$ cat config.mk
export PLATFORM = sky130hd
export DESIGN_NAME = dice_roll_ctrl
export DESIGN_NICKNAME = d
export VERILOG_FILES = /design/src/rtl/dice_pkg.sv /design/src/rtl/dice_lfsr.sv /design/src/rtl/dice_roll_ctrl.sv
export SDC_FILE = /design/constraint.sdc
export NUM_CORES = 1
export LEC_CHECK = 0
export ABC_AREA = 1
export CORE_MARGIN = 3
export CORE_UTILIZATION = 53
export DETAILED_ROUTE_END_ITERATION = 6
export DONT_BUFFER_PORTS = 1
export GPL_ROUTABILITY_DRIVEN = 0
export GPL_TIMING_DRIVEN = 0
export PLACE_DENSITY = 0.69
export REMOVE_ABC_BUFFERS = 1
export SETUP_SLACK_MARGIN = 0.05
export SYNTH_ARGS = -nofsm -noshare
export SYNTH_HDL_FRONTEND = slang
export SYNTH_SLANG_ARGS = --single-unit
$ cat constraint.sdc
create_clock -name Clock -period 5.6 [get_ports Clock]
set_clock_uncertainty 0.05 [all_clocks]
set_input_delay 0.56 -clock Clock [delete_from_list [all_inputs] [get_ports Clock]]
set_output_delay 0.56 -clock Clock [all_outputs]
set_load 0.005 [all_outputs]
$ cat src/rtl/dice_pkg.sv
// Shared types and constants for the dice roll sequencer.
`timescale 1ns/1ps
package dice_pkg;

   typedef enum logic [2:0] {
      IDLE   = 3'd0,
      SPIN   = 3'd1,
      SLOW   = 3'd2,
      SETTLE = 3'd3,
      HOLD   = 3'd4
   } roll_state_t;

   localparam logic [15:0] LFSR_TAPS = 16'hB400;
   localparam logic [2:0]  DICE_MIN  = 3'd1;
   localparam logic [2:0]  DICE_MAX  = 3'd6;

   // One right shift of the Galois register; the bit shifted out selects the tap mask.
   function automatic logic [15:0] lfsr_next(input logic [15:0] s);
      return {1'b0, s[15:1]} ^ (s[0] ? LFSR_TAPS : 16'h0000);
   endfunction

endpackage

$ cat src/rtl/dice_lfsr.sv
// Free-running 16-bit Galois LFSR; a zero seed is promoted to 1 so it can never lock up.
`timescale 1ns/1ps
module dice_lfsr
   import dice_pkg::*;
#(
   parameter logic [15:0] SEED = 16'hACE1
)(
   input  logic        Clock,
   input  logic        nReset,
   output logic [15:0] State
);

   localparam logic [15:0] SEED_NZ = (SEED == 16'h0000) ? 16'h0001 : SEED;

   logic [15:0] r_state;

   always_ff @(posedge Clock or negedge nReset) begin
      if (!nReset) r_state <= SEED_NZ;
      else         r_state <= lfsr_next(r_state);
   end

   assign State = r_state;

endmodule

$ cat src/rtl/dice_roll_ctrl.sv
// Roll sequencer: fast spin while the button is held, decelerating steps, capture, hold-off.
//   state  | meaning
//   IDLE   | waiting for a Roll rising edge
//   SPIN   | one step per cycle, at least SPIN_MIN, extended while Roll is held
//   SLOW   | SLOW_STEPS steps, step i preceded by a 2^(i+1)-cycle gap
//   SETTLE | capture DiceValue into Result, flag illegal faces
//   HOLD   | HOLDOFF cycles with Roll ignored
`timescale 1ns/1ps
module dice_roll_ctrl
   import dice_pkg::*;
#(
   parameter int unsigned SPIN_MIN   = 16,
   parameter int unsigned SLOW_STEPS = 4,
   parameter int unsigned HOLDOFF    = 64,
   parameter logic [15:0] LFSR_SEED  = 16'hACE1
)(
   input  logic       Clock,
   input  logic       nReset,
   input  logic       Roll,
   input  logic [2:0] DiceValue,
   output logic [1:0] Ran,
   output logic       Step,
   output logic       Busy,
   output logic [2:0] Result,
   output logic       ResultValid,
   output logic       Error
);

   localparam logic [15:0] SPIN_TC  = 16'(SPIN_MIN);
   localparam logic [15:0] HOLD_TC  = 16'(HOLDOFF);
   localparam logic [2:0]  LAST_IDX = 3'(SLOW_STEPS - 1);

   roll_state_t r_state, w_state_nxt;
   logic        r_s0, r_s1, r_prev;
   logic        w_rise;
   logic [15:0] r_cnt, w_cnt_nxt;
   logic [9:0]  r_gap, w_gap_nxt;
   logic [2:0]  r_idx, w_idx_nxt;
   logic        r_step, w_step_nxt;
   logic        w_capture;
   logic [2:0]  r_result;
   logic        r_valid, r_error;
   logic [15:0] w_lfsr;
   logic        w_lfsr_unused;

   dice_lfsr #(.SEED(LFSR_SEED)) u_lfsr (
      .Clock  (Clock),
      .nReset (nReset),
      .State  (w_lfsr)
   );

   always_ff @(posedge Clock or negedge nReset) begin
      if (!nReset) begin
         r_s0   <= 1'b0;
         r_s1   <= 1'b0;
         r_prev <= 1'b0;
      end else begin
         r_s0   <= Roll;
         r_s1   <= r_s0;
         r_prev <= r_s1;
      end
   end

   assign w_rise = r_s1 & ~r_prev;

   always_comb begin
      w_state_nxt = r_state;
      w_cnt_nxt   = r_cnt;
      w_gap_nxt   = r_gap;
      w_idx_nxt   = r_idx;
      w_capture   = 1'b0;
      case (r_state)
         IDLE: begin
            if (w_rise) begin
               w_state_nxt = SPIN;
               w_cnt_nxt   = 16'd0;
            end
         end
         SPIN: begin
            // Counting this cycle's step lets the exit land on exactly SPIN_MIN steps.
            if (r_cnt != SPIN_TC) w_cnt_nxt = r_cnt + 16'd1;
            if ((w_cnt_nxt == SPIN_TC) && !r_s1) begin
               w_state_nxt = SLOW;
               w_gap_nxt   = 10'd2;
               w_idx_nxt   = 3'd0;
            end
         end
         SLOW: begin
            if (r_gap != 10'd0) begin
               w_gap_nxt = r_gap - 10'd1;
            end else if (r_idx == LAST_IDX) begin
               w_state_nxt = SETTLE;
            end else begin
               w_idx_nxt = r_idx + 3'd1;
               w_gap_nxt = 10'd4 << r_idx;
            end
         end
         SETTLE: begin
            w_capture   = 1'b1;
            w_state_nxt = HOLD;
            w_cnt_nxt   = 16'd0;
         end
         HOLD: begin
            w_cnt_nxt = r_cnt + 16'd1;
            if (w_cnt_nxt == HOLD_TC) w_state_nxt = IDLE;
         end
         default: w_state_nxt = IDLE;
      endcase
      // Step is looked ahead one cycle so the flop output lines up with the state it belongs to.
      w_step_nxt = (w_state_nxt == SPIN) ||
                   ((w_state_nxt == SLOW) && (w_gap_nxt == 10'd0));
   end

   always_ff @(posedge Clock or negedge nReset) begin
      if (!nReset) begin
         r_state <= IDLE;
         r_cnt   <= 16'd0;
         r_gap   <= 10'd0;
         r_idx   <= 3'd0;
         r_step  <= 1'b0;
      end else begin
         r_state <= w_state_nxt;
         r_cnt   <= w_cnt_nxt;
         r_gap   <= w_gap_nxt;
         r_idx   <= w_idx_nxt;
         r_step  <= w_step_nxt;
      end
   end

   always_ff @(posedge Clock or negedge nReset) begin
      if (!nReset) begin
         r_result <= DICE_MIN;
         r_valid  <= 1'b0;
         r_error  <= 1'b0;
      end else if ((r_state == IDLE) && w_rise) begin
         r_valid <= 1'b0;
      end else if (w_capture) begin
         r_result <= DiceValue;
         r_valid  <= 1'b1;
         if ((DiceValue < DICE_MIN) || (DiceValue > DICE_MAX)) r_error <= 1'b1;
      end
   end

   assign w_lfsr_unused = ^w_lfsr[15:2];

   assign Ran         = w_lfsr[1:0];
   assign Step        = r_step;
   assign Busy        = (r_state != IDLE);
   assign Result      = r_result;
   assign ResultValid = r_valid;
   assign Error       = r_error;

endmodule

Word level (Yosys, flattened, before mapping)
Cells that the tools add are included.

word-level totals
  logic and storage cells = 75
  output and inout bits = 9
  input bits = 6
  register bits after elaboration = 57

operators by class
  eq/ne operators = 14
  reductions and logical operators = 17
  add/sub/neg operators = 3
  muxes and demuxes = 22
  order comparisons = 2
  bitwise operators = 4
  shift-type cells = 1

operators with widths
  kind                     count
  $mux W16                 4
  $pmux W16 S4             1
  $mux W10                 3
  $mux W3                  8
  $pmux W10 S2             1
  $add A16 B1 Y16 const B  1
  $eq A16 B5 Y1 const B    1
  $eq A16 B7 Y1 const B    1
  $ne A16 B5 Y1 const B    1
  $xor A15 B16 Y16         1
  $pmux W3 S5              1
  $eq A3 B2 Y1 const B     4
  $logic_not A10 Y1        1
  $reduce_bool A10 Y1      1
  $shl A3 B3 Y10 const A   1
  $sub A10 B1 Y10 const B  1
  $ne A2 B2 Y1 const B     4
  $eq A3 B1 Y1 const B     2
  $pmux W3 S2              1
  $reduce_and A2 Y1        2
  $reduce_and A4 Y1        1
  $reduce_bool A2 Y1       2
  $reduce_bool A4 Y1       1
  $add A3 B1 Y3 const B    1
  other kinds (12)         18

Depth between registers and ports, before layout
Gate-level depths: netlist (run 1).

  depth in word-level cells = 10
  mapped depth = 19
  mapped depth without buffers = 19

By module
A second synthesis (run 1) with hierarchy kept.

second synthesis, totals
  cell total of the unflattened synthesis = 428
  area, all modules = 3301.9 µm²

by module, submodules not included
  module          times used  seq. area each (µm²)  area each (µm²)  cells each
  dice_roll_ctrl  1           1027.2                2842.7           399
  dice_lfsr       1           410.4                 459.2            29

Worst setup path before layout (run 1)
OpenSTA, ideal clock, no wires.

  path kind = register to register
  from = reg r_cnt[0]
  to = reg r_idx[0]
  slack = 3.447 ns
  data arrival time = 2.021 ns
  library setup time = 0.083 ns
  data required time = 5.467 ns
  period minus slack after synthesis = 2.153 ns
  stages on the path, launching flop included = 16
  buffers on the path = 0
  cells stage by stage = dfrtp_1 -> ha_1 -> nand3_2 -> nor2_2 -> nand3_1 -> nand2_1 -> nand2_1 -> nor2_1 -> nand2_1 -> nor2_4 -> nand3_4 -> nand2_4 -> inv_4 -> a211oi_4 -> nand3_1 -> o21ai_0

on the way
  longest elaborated chain between the ends = 7
  elaborated cells between the ends (all ways) = 8
  those cells by class = add/sub: 1; eq/ne: 3; mux: 2; reduce/logical: 2

ends and longest elaborated chain
  element                                                  RTL line               RTL
  start: declaration                                       dice_roll_ctrl.sv:36   logic [15:0] r_cnt, w_cnt_nxt;
  start signal: assignment                                 dice_roll_ctrl.sv:123  r_cnt <= w_cnt_nxt;
  $add A16 B1 Y16 / $ne A16 B5 Y1 (equally long branches)  dice_roll_ctrl.sv:81   if (r_cnt != SPIN_TC) w_cnt_nxt = r_cnt + 16'd1;
  $mux W16 *                                               dice_roll_ctrl.sv:81
  $mux W16 *                                               dice_roll_ctrl.sv:72   case (r_state)
  $eq A16 B5 Y1 *                                          dice_roll_ctrl.sv:82   if ((w_cnt_nxt == SPIN_TC) && !r_s1) begin
  $logic_and A1 B1 Y1 *                                    dice_roll_ctrl.sv:82
  $ne A2 B2 Y1 (no line) *                                 -
  $reduce_and A4 Y1 (no line) *                            -
  end signal: assignment                                   dice_roll_ctrl.sv:125  r_idx <= w_idx_nxt;
  end: declaration                                         dice_roll_ctrl.sv:38   logic [2:0] r_idx, w_idx_nxt;

Every way passes the cells marked *; elsewhere a longest branch is shown, timed or not. The select of a mux whose other input is x is not followed.
A chain may end at the register's enable or synchronous reset.

Final worst setup path (run 1)
  from = reg r_state[2]
  to = reg r_step (netlist: Step)

on the way
  elaborated cells between the ends (all ways) = 17
  those cells by class = eq/ne: 6; mux: 7; reduce/logical: 4

RTL lines
  element                                              RTL line               RTL
  start: declaration                                   dice_roll_ctrl.sv:33   roll_state_t r_state, w_state_nxt;
  start signal: assignment                             dice_roll_ctrl.sv:122  r_state <= w_state_nxt;
  $eq A3 B2 Y1 / $eq A3 B1 Y1 (equally long branches)  dice_roll_ctrl.sv:72
  $pmux W10 S2 *                                       dice_roll_ctrl.sv:72
  named net w_gap_nxt[7]                               dice_roll_ctrl.sv:37   logic [9:0] r_gap, w_gap_nxt;
  $logic_not A10 Y1 *                                  dice_roll_ctrl.sv:111  ((w_state_nxt == SLOW) && (w_gap_nxt == 10'd0));
  $logic_and A1 B1 Y1 *                                dice_roll_ctrl.sv:111
  $logic_or A1 B1 Y1 *                                 dice_roll_ctrl.sv:110  w_step_nxt = (w_state_nxt == SPIN) ||
  named net w_step_nxt                                 dice_roll_ctrl.sv:39   logic r_step, w_step_nxt;
  end signal: assignment                               dice_roll_ctrl.sv:126  r_step <= w_step_nxt;
  end: declaration                                     dice_roll_ctrl.sv:39

Mark *: on every way through the listed nets, which the timed path passes. The rest lies on a longest branch.

==> impl_metrics.py, run 1 <==
metrics = {
    "logic_synthesis": {
        "syn-instance-count": 424,
        "ys_types": 32,
        "synth_area_leaders": "dfrtp_1 36%, nand2_1 11%, dfstp_2 7.1%, nor2_1 6.0%, o21ai_0 5.7%",
        "synth_area_per_cell_um2": 7.81,
        "ys_ff_latch": 57,
        "synth_area_leader_cell": "dfrtp_1",
        "yosys_warnings": 0,
        "seq_area_frac_synth_pct": 43.4,
        "syn_area_um2": 3310,
        "synth_top_cell_area_share_pct": 36.3,
    },
    "floorplan": {
        "start_util_pct": 55.2,
        "io_pins": 15,
        "num_rows": 28,
        "die_h_um": 85.0,
        "floorplan.die_area_um2": 7230,
        "die_w_um": 85.0,
        "core_area_um2": 5990,
    },
    "grt": {
        "grt_usage_pct": 22.2,
        "grt_start_max_net_pins": 50,
        "grt_pass1_wl_um": 12800,
        "grt_antenna_before_repair": 0,
        "grt_overflow_total": 0,
        "first_global_vias": 2665,
    },
    "sta": {
        "final_hold_viol_count": 0,
        "finalSetupViolCount": 0,
        "fin_crit_sh_pct": 50.1,
        "setup_tns_ns": 0,
        "fmaxAchievable_mhz": 357,
        "slew_viol_final": 0,
        "worstMarginPinSlew_ns": 0.977,
        "slew_headroom_pct": 34.5,
        "rsz0062_at_grt": "no",
        "min_period_ns": 2.80,
    },
    "critical_path": {
        "slowest_stage": "nor3_2",
        "path_cells": "nor3_2 -> inv_1 -> nand2_1 -> inv_2 -> nand2_1 -> nand3_1 -> nor2_1 -> nand2_1 -> nor2_1 -> nand3_1 -> nand2_1",
        "crit_arrival_ns": 3.03,
        "path_delay_family": "simple AND/OR/NAND/NOR gates",
        "critPathRequiredTime_ns": 5.82,
        "crit_type": "reg2reg",
        "cp_slowest_stage_delay_ns": 0.82,
        "cp-start-kind": "flip-flop",
        "cp.buffers_inverters": 2,
        "rrSetupSlack_ns": 2.80,
        "cp_common_cell": "nand2_1",
        "critPathMaxFanout": 14,
        "end_kind": "flip-flop",
    },
    "detailed_routing": {
        "vias_per_cell": 5.34,
        "dr.pass1.iters": 4,
        "wl_um": 7220,
        "wl_per_cell_um": 14.1,
        "drt-met1-wl_um": 3590,
        "vias": 2730,
        "route.met3.wl_um": 376,
        "highest_layer": "met4",
        "drcViolationCount": 0,
        "first_iter_violations": 190,
        "antenna_left": 0,
        "wl_met2_um": 3150,
    },
    "pwr": {
        "power.leakage_nw": 1.77,
        "p_per_area_nw_per_um2": 432,
        "power_frac_seq_pct": 36.5,
        "power.internal_mw": 0.907,
        "swShare_pct": 42.3,
        "p_comb_share_pct": 39.7,
        "pwr-share-clk_pct": 23.7,
        "vdd_ir_drop_max_uv": 359,
        "p_switching_mw": 0.665,
    },
    "status": {
        "status": "finished clean",
    },
    "clock_tree": {
        "htree_levels": 3,
        "root_buffer": "clkbuf_8",
        "ctsResizeCount": 0,
        "cts_setup_buffers": 0,
        "insertion_delay_ns": 0.34,
        "cts_tree": "yes",
        "numCtsBuffers": 9,
        "cts.sinks": 57,
        "clockBufferDepth": 2,
        "clkTransAtPathRegs_ns": 0.07,
    },
    "job": {
        "drv_cap": 0,
    },
    "min_path": {
        "hold_path_class": "in2async",
    },
    "cells_and_area": {
        "fin_area_um2": 3630,
        "drive_gt1_share_pct": 13.3,
        "syn2layout_area_growth_pct": 9.83,
        "num_antenna_cells": 0,
        "nNetsFinal": 446,
    },
    "placed_design": {
        "io_buffers": 0,
        "place_hpwl_um": 4970,
        "place_area_um2": 3400,
    },
}
==> cell families (layout without fill, tap and decap cells) <==
kind of cell | after synthesis | count (layout) | synth area share, %
fa+ha+maj | 9 | 9 | 3.40
buf+inv | 60 | 72 | 7.15
compound gates | 60 | 60 | 10.6
xor+xnor | 14 | 14 | 3.71
flops | 57 | 57 | 43.4
simple gates | 224 | 224 | 31.7
==> cell usage after synthesis <==
library cell,n
o211ai_1,6
buf_2,1
a21oi_1,8
inv_1,48
nor3_2,1
nand3_4,1
nand2_2,4
nand3_2,7
clkbuf_1,5
nor2_2,4
nand4_1,12
a31oi_1,1
o21ai_2,3
dfstp_2,9
o221ai_1,1
nor3_1,7
xor2_1,14
buf_4,2
a31o_2,1
dfrtp_1,48
nand2_1,98
a211oi_4,1
nor2_8,1
inv_2,3
o21ai_0,38
o21ai_1,1
nand3_1,32
nor2_4,3
nand2_4,1
ha_1,9
inv_4,1
nor2_1,53
==> final timing paths <==
check,start,end,cells after the start
hold / removal,nReset,r_cnt[14],1
min in group Clock,Roll,r_s0,0
setup / recovery,r_state[2],Step,11
max in group asynchronous,nReset,Result[0],1
setup reg to reg,r_state[2],Step,11
hold reg to reg,u_lfsr.State[3],u_lfsr.State[2],0
==> timing repair <==
action	4_1_cts	5_1_grt
setup endpoints to repair	0	0
hold buffers	3	0
endpoints found under the hold margin	49	0
==> through the flow <==
step           setup slack, ns  hold slack (ns)  utilization, %  power, mW  instances
4_1_cts                   2.88           0.0123            60.7       1.58        511
6_report                  2.80         0.000719            60.7       1.57        511
3_5_place_dp              2.89            0.216            56.7       1.19        492
2_1_floorplan             3.18            0.214               -       1.02        416
5_1_grt                   2.64          0.00663            60.7       1.70        511
3_3_place_gp              2.33            0.216            56.2       1.14        491
==> placed cells by master (no fill, tap or decap), types with 8 or more instances in the layout <==
| cell type | count |
|---|---|
| dfrtp_1 | 48 |
| nand4_1 | 12 |
| nand3_1 | 32 |
| inv_1 | 48 |
| dfstp_2 | 9 |
| ha_1 | 9 |
| a21oi_1 | 8 |
| clkbuf_8 | 9 |
| o21ai_0 | 38 |
| nor2_1 | 52 |
| nand2_1 | 98 |
| xor2_1 | 14 |
==> cell type report <==
class                      count  area, µm²
clock buffer                  11        131
clock inverter                 5       56.3
fill                         519       2360
inverter                      52        198
multi-input combinational    307       1640
sequential                    57       1440
tap                           75       93.8
timing repair buffer           4       75.1
==> per-layer routing <==
layer	vias to the layer above	GRT usage (%)
met3	8	6.31
met1	1262	32.7
met2	66	32.6
met4	0	5.32
li1	1394	-
met5	-	0
==> power by group through the flow <==
stage	Sequential (mW)	Combinational (mW)	Clock (mW)
after floorplan	0.559	0.462	0
after global placement	0.576	0.568	0
after detailed placement	0.581	0.606	0
after CTS	0.574	0.623	0.383
after global routing	0.589	0.702	0.404
final	0.574	0.625	0.373
==> sequential cells by signal (all words and copies together) (netlist names) <==
name	flops
r_state	3
r_prev	1
Result	3
r_cnt	16
Step	1
r_idx	3
r_gap	10
ResultValid	1
Error	1
r_s1	1
u_lfsr.State	16
r_s0	1
==> worst register-to-register path, delay by kind of cell, from the launching register on <==
kind / cells / cell delay (ns)
DFF: 1 / 0.43
and+or+nand+nor: 9 / 1.79
buffers and inverters: 2 / 0.45
(Power assumes the default switching activity.)
==> run 2: changes to the inputs <==
--- a/config.mk
+++ b/config.mk
@@ -12,7 +12,7 @@
 export DONT_BUFFER_PORTS = 1
 export GPL_ROUTABILITY_DRIVEN = 0
 export GPL_TIMING_DRIVEN = 0
-export PLACE_DENSITY = 0.69
+export PLACE_DENSITY = 0.72
 export REMOVE_ABC_BUFFERS = 1
 export SETUP_SLACK_MARGIN = 0.05
 export SYNTH_ARGS = -nofsm -noshare
==> constraint.sdc (replaced) <==
create_clock -name Clock -period 2.4 [get_ports Clock]
set_clock_uncertainty 0.05 [all_clocks]
set_input_delay 0.24 -clock Clock [delete_from_list [all_inputs] [get_ports Clock]]
set_output_delay 0.24 -clock Clock [all_outputs]
set_load 0.005 [all_outputs]
==> run 2 against run 1 <==
Against the previous run:
- utilization increased by 3.7 points
- first-iteration DRC count is 28% higher
- the flow now finishes with violations (setup timing)
- largest power group unchanged
- total power grew 140%
- register-to-register slack lost 2.8 ns
- critical path type unchanged
==> impl_metrics.py, run 2 (synthesis results as in run 1) <==
metrics = {
    "status": {
        "status": "finished with violations",
        "violations": "setup timing",
    },
    "placed_design": {
        "place_area_um2": 3390,
        "place_hpwl_um": 4790,
        "io_buffers": 0,
    },
    "detailed_routing": {
        "antenna_left": 0,
        "highest_layer": "met4",
        "wl_um": 7280,
        "wl_per_cell_um": 13.9,
        "wl_met2_um": 3270,
        "vias_per_cell": 5.63,
        "drt-met1-wl_um": 3370,
        "first_iter_violations": 244,
        "drcViolationCount": 0,
        "route.met3.wl_um": 478,
        "vias": 2938,
        "dr.pass1.iters": 5,
    },
    "pwr": {
        "p_per_area_nw_per_um2": 973,
        "swShare_pct": 44.0,
        "p_comb_share_pct": 43.5,
        "power.leakage_nw": 1.84,
        "p_switching_mw": 1.65,
        "power_frac_seq_pct": 36.4,
        "power.internal_mw": 2.10,
        "pwr-share-clk_pct": 20.1,
        "vdd_ir_drop_max_uv": 699,
    },
    "floorplan": {
        "core_area_um2": 5990,
        "start_util_pct": 55.2,
        "die_h_um": 85.0,
        "floorplan.die_area_um2": 7230,
        "die_w_um": 85.0,
        "num_rows": 28,
        "io_pins": 15,
    },
    "sta": {
        "final_hold_viol_count": 0,
        "fmaxAchievable_mhz": 412,
        "fin_crit_sh_pct": 101,
        "rsz0062_at_grt": "yes",
        "slew_viol_final": 0,
        "min_period_ns": 2.43,
        "slew_headroom_pct": 60.3,
        "worstMarginPinSlew_ns": 0.593,
        "fin_ws_ns": -0.0259,
        "setup_tns_ns": -0.0275,
        "finalSetupViolCount": 2,
    },
    "critical_path": {
        "crit_arrival_ns": 2.65,
        "cp-start-kind": "flip-flop",
        "crit_type": "reg2reg",
        "end_kind": "flip-flop",
        "reg2reg_depth": 17,
        "critPathRequiredTime_ns": 2.62,
        "critPathMaxFanout": 8,
    },
    "grt": {
        "grt_usage_pct": 21.5,
        "grt_antenna_before_repair": 0,
        "first_global_vias": 2802,
        "grt_start_max_net_pins": 58,
        "grt_overflow_total": 0,
        "grt_pass1_wl_um": 12500,
    },
    "cells_and_area": {
        "final_common_cell": "nand2_1",
        "fillerInstances": 481,
        "drive_gt1_share_pct": 23.5,
        "fin_area_um2": 3860,
        "regArea_um2": 1450,
        "multiInputGateArea_um2": 1800,
        "syn2layout_area_growth_pct": 16.6,
        "final_cell_mix": "94 x nand2_1, 45 x inv_1, 43 x nor2_1, 39 x dfrtp_1, 36 x o21ai_0",
        "num_antenna_cells": 0,
        "nNetsFinal": 457,
    },
    "clock_tree": {
        "root_buffer": "clkbuf_8",
        "clkTransAtPathRegs_ns": 0.07,
        "htree_levels": 3,
        "insertion_delay_ns": 0.35,
        "numCtsBuffers": 9,
        "clockBufferDepth": 2,
        "cts_tree": "yes",
        "cts.sinks": 57,
    },
    "job": {
        "drv_cap": 0,
    },
    "min_path": {
        "hold_path_class": "in2reg",
        "min_path_cells": 2,
    },
}
run 2: per-stage QoR:
stage | util [%] | std cells | power (mW) | worst slack [ns] | hold slack (ns)
5_1_grt | 64.4 | 522 | 4.06 | -0.233 | 0.0331
6_report | 64.4 | 522 | 3.75 | -0.0259 | 0.00836
3_3_place_gp | 56.2 | 491 | 2.66 | -0.864 | -0.104
4_1_cts | 62.5 | 520 | 3.64 | 0.0368 | 0.0000537
3_5_place_dp | 56.5 | 492 | 2.73 | -0.209 | -0.103
2_1_floorplan | - | 416 | 2.38 | -0.0172 | -0.106
run 2: final cells by class:
class / instances / area share (%)
clock inverter: 6 / 0.941
clock buffer: 10 / 3.31
tap: 75 / 2.43
timing repair buffer: 15 / 3.89
multi-input combinational: 307 / 46.6
inverter: 52 / 5.25
sequential: 57 / 37.6
run 2: path summary, 6_finish.rpt:
kind | to | slack, ns | start
max in group asynchronous | Result[0] | 1.64 | nReset
hold reg to reg | u_lfsr.State[8] | 0.30 | u_lfsr.State[9]
min in group asynchronous | r_cnt[14] | 0.35 | nReset
setup / recovery | Step | -0.03 | r_cnt[1]
hold / removal | Result[2] | 0.008 | DiceValue[2]
setup reg to reg | Step | -0.03 | r_cnt[1]
run 2: power groups by stage:
stage	Combinational [mW]	Sequential [mW]	Clock, mW
final	1.63	1.36	0.755
after CTS	1.52	1.35	0.779
after detailed placement	1.38	1.35	0
after global placement	1.32	1.34	0
after global routing	1.85	1.39	0.816
after floorplan	1.08	1.30	0
run 2: worst max-delay path, cell delays in order (launching register included):
cell	delay [ns]
dfrtp_2	0.44
buf_4	0.16
nand2_4	0.06
nor2_4	0.04
buf_4	0.13
nand4_1	0.11
nand2_1	0.08
nor2_1	0.14
nand2_1	0.10
nor2_4	0.16
nand3_4	0.18
nand3_2	0.13
nand3_2	0.08
nor2_2	0.12
nand2_1	0.06
nor2_2	0.15
nand3_1	0.09
nand2_1	0.07
run 2: what timing repair did:
item / 4_1_cts / 5_1_grt
endpoints found under the hold margin: 60 / 0
hold buffers: 5 / 0
pin swaps: 10 / 22
buffers inserted: 7 / 2
gates resized for setup: 18 / 34
setup endpoints to repair: 4 / 5
run 2: layer usage:
metal | track usage [%] | vias up
li1 | - | 1416
met4 | 8.63 | 0
met2 | 32.4 | 123
met3 | 5.44 | 22
met1 | 29.8 | 1377
met5 | 0 | -
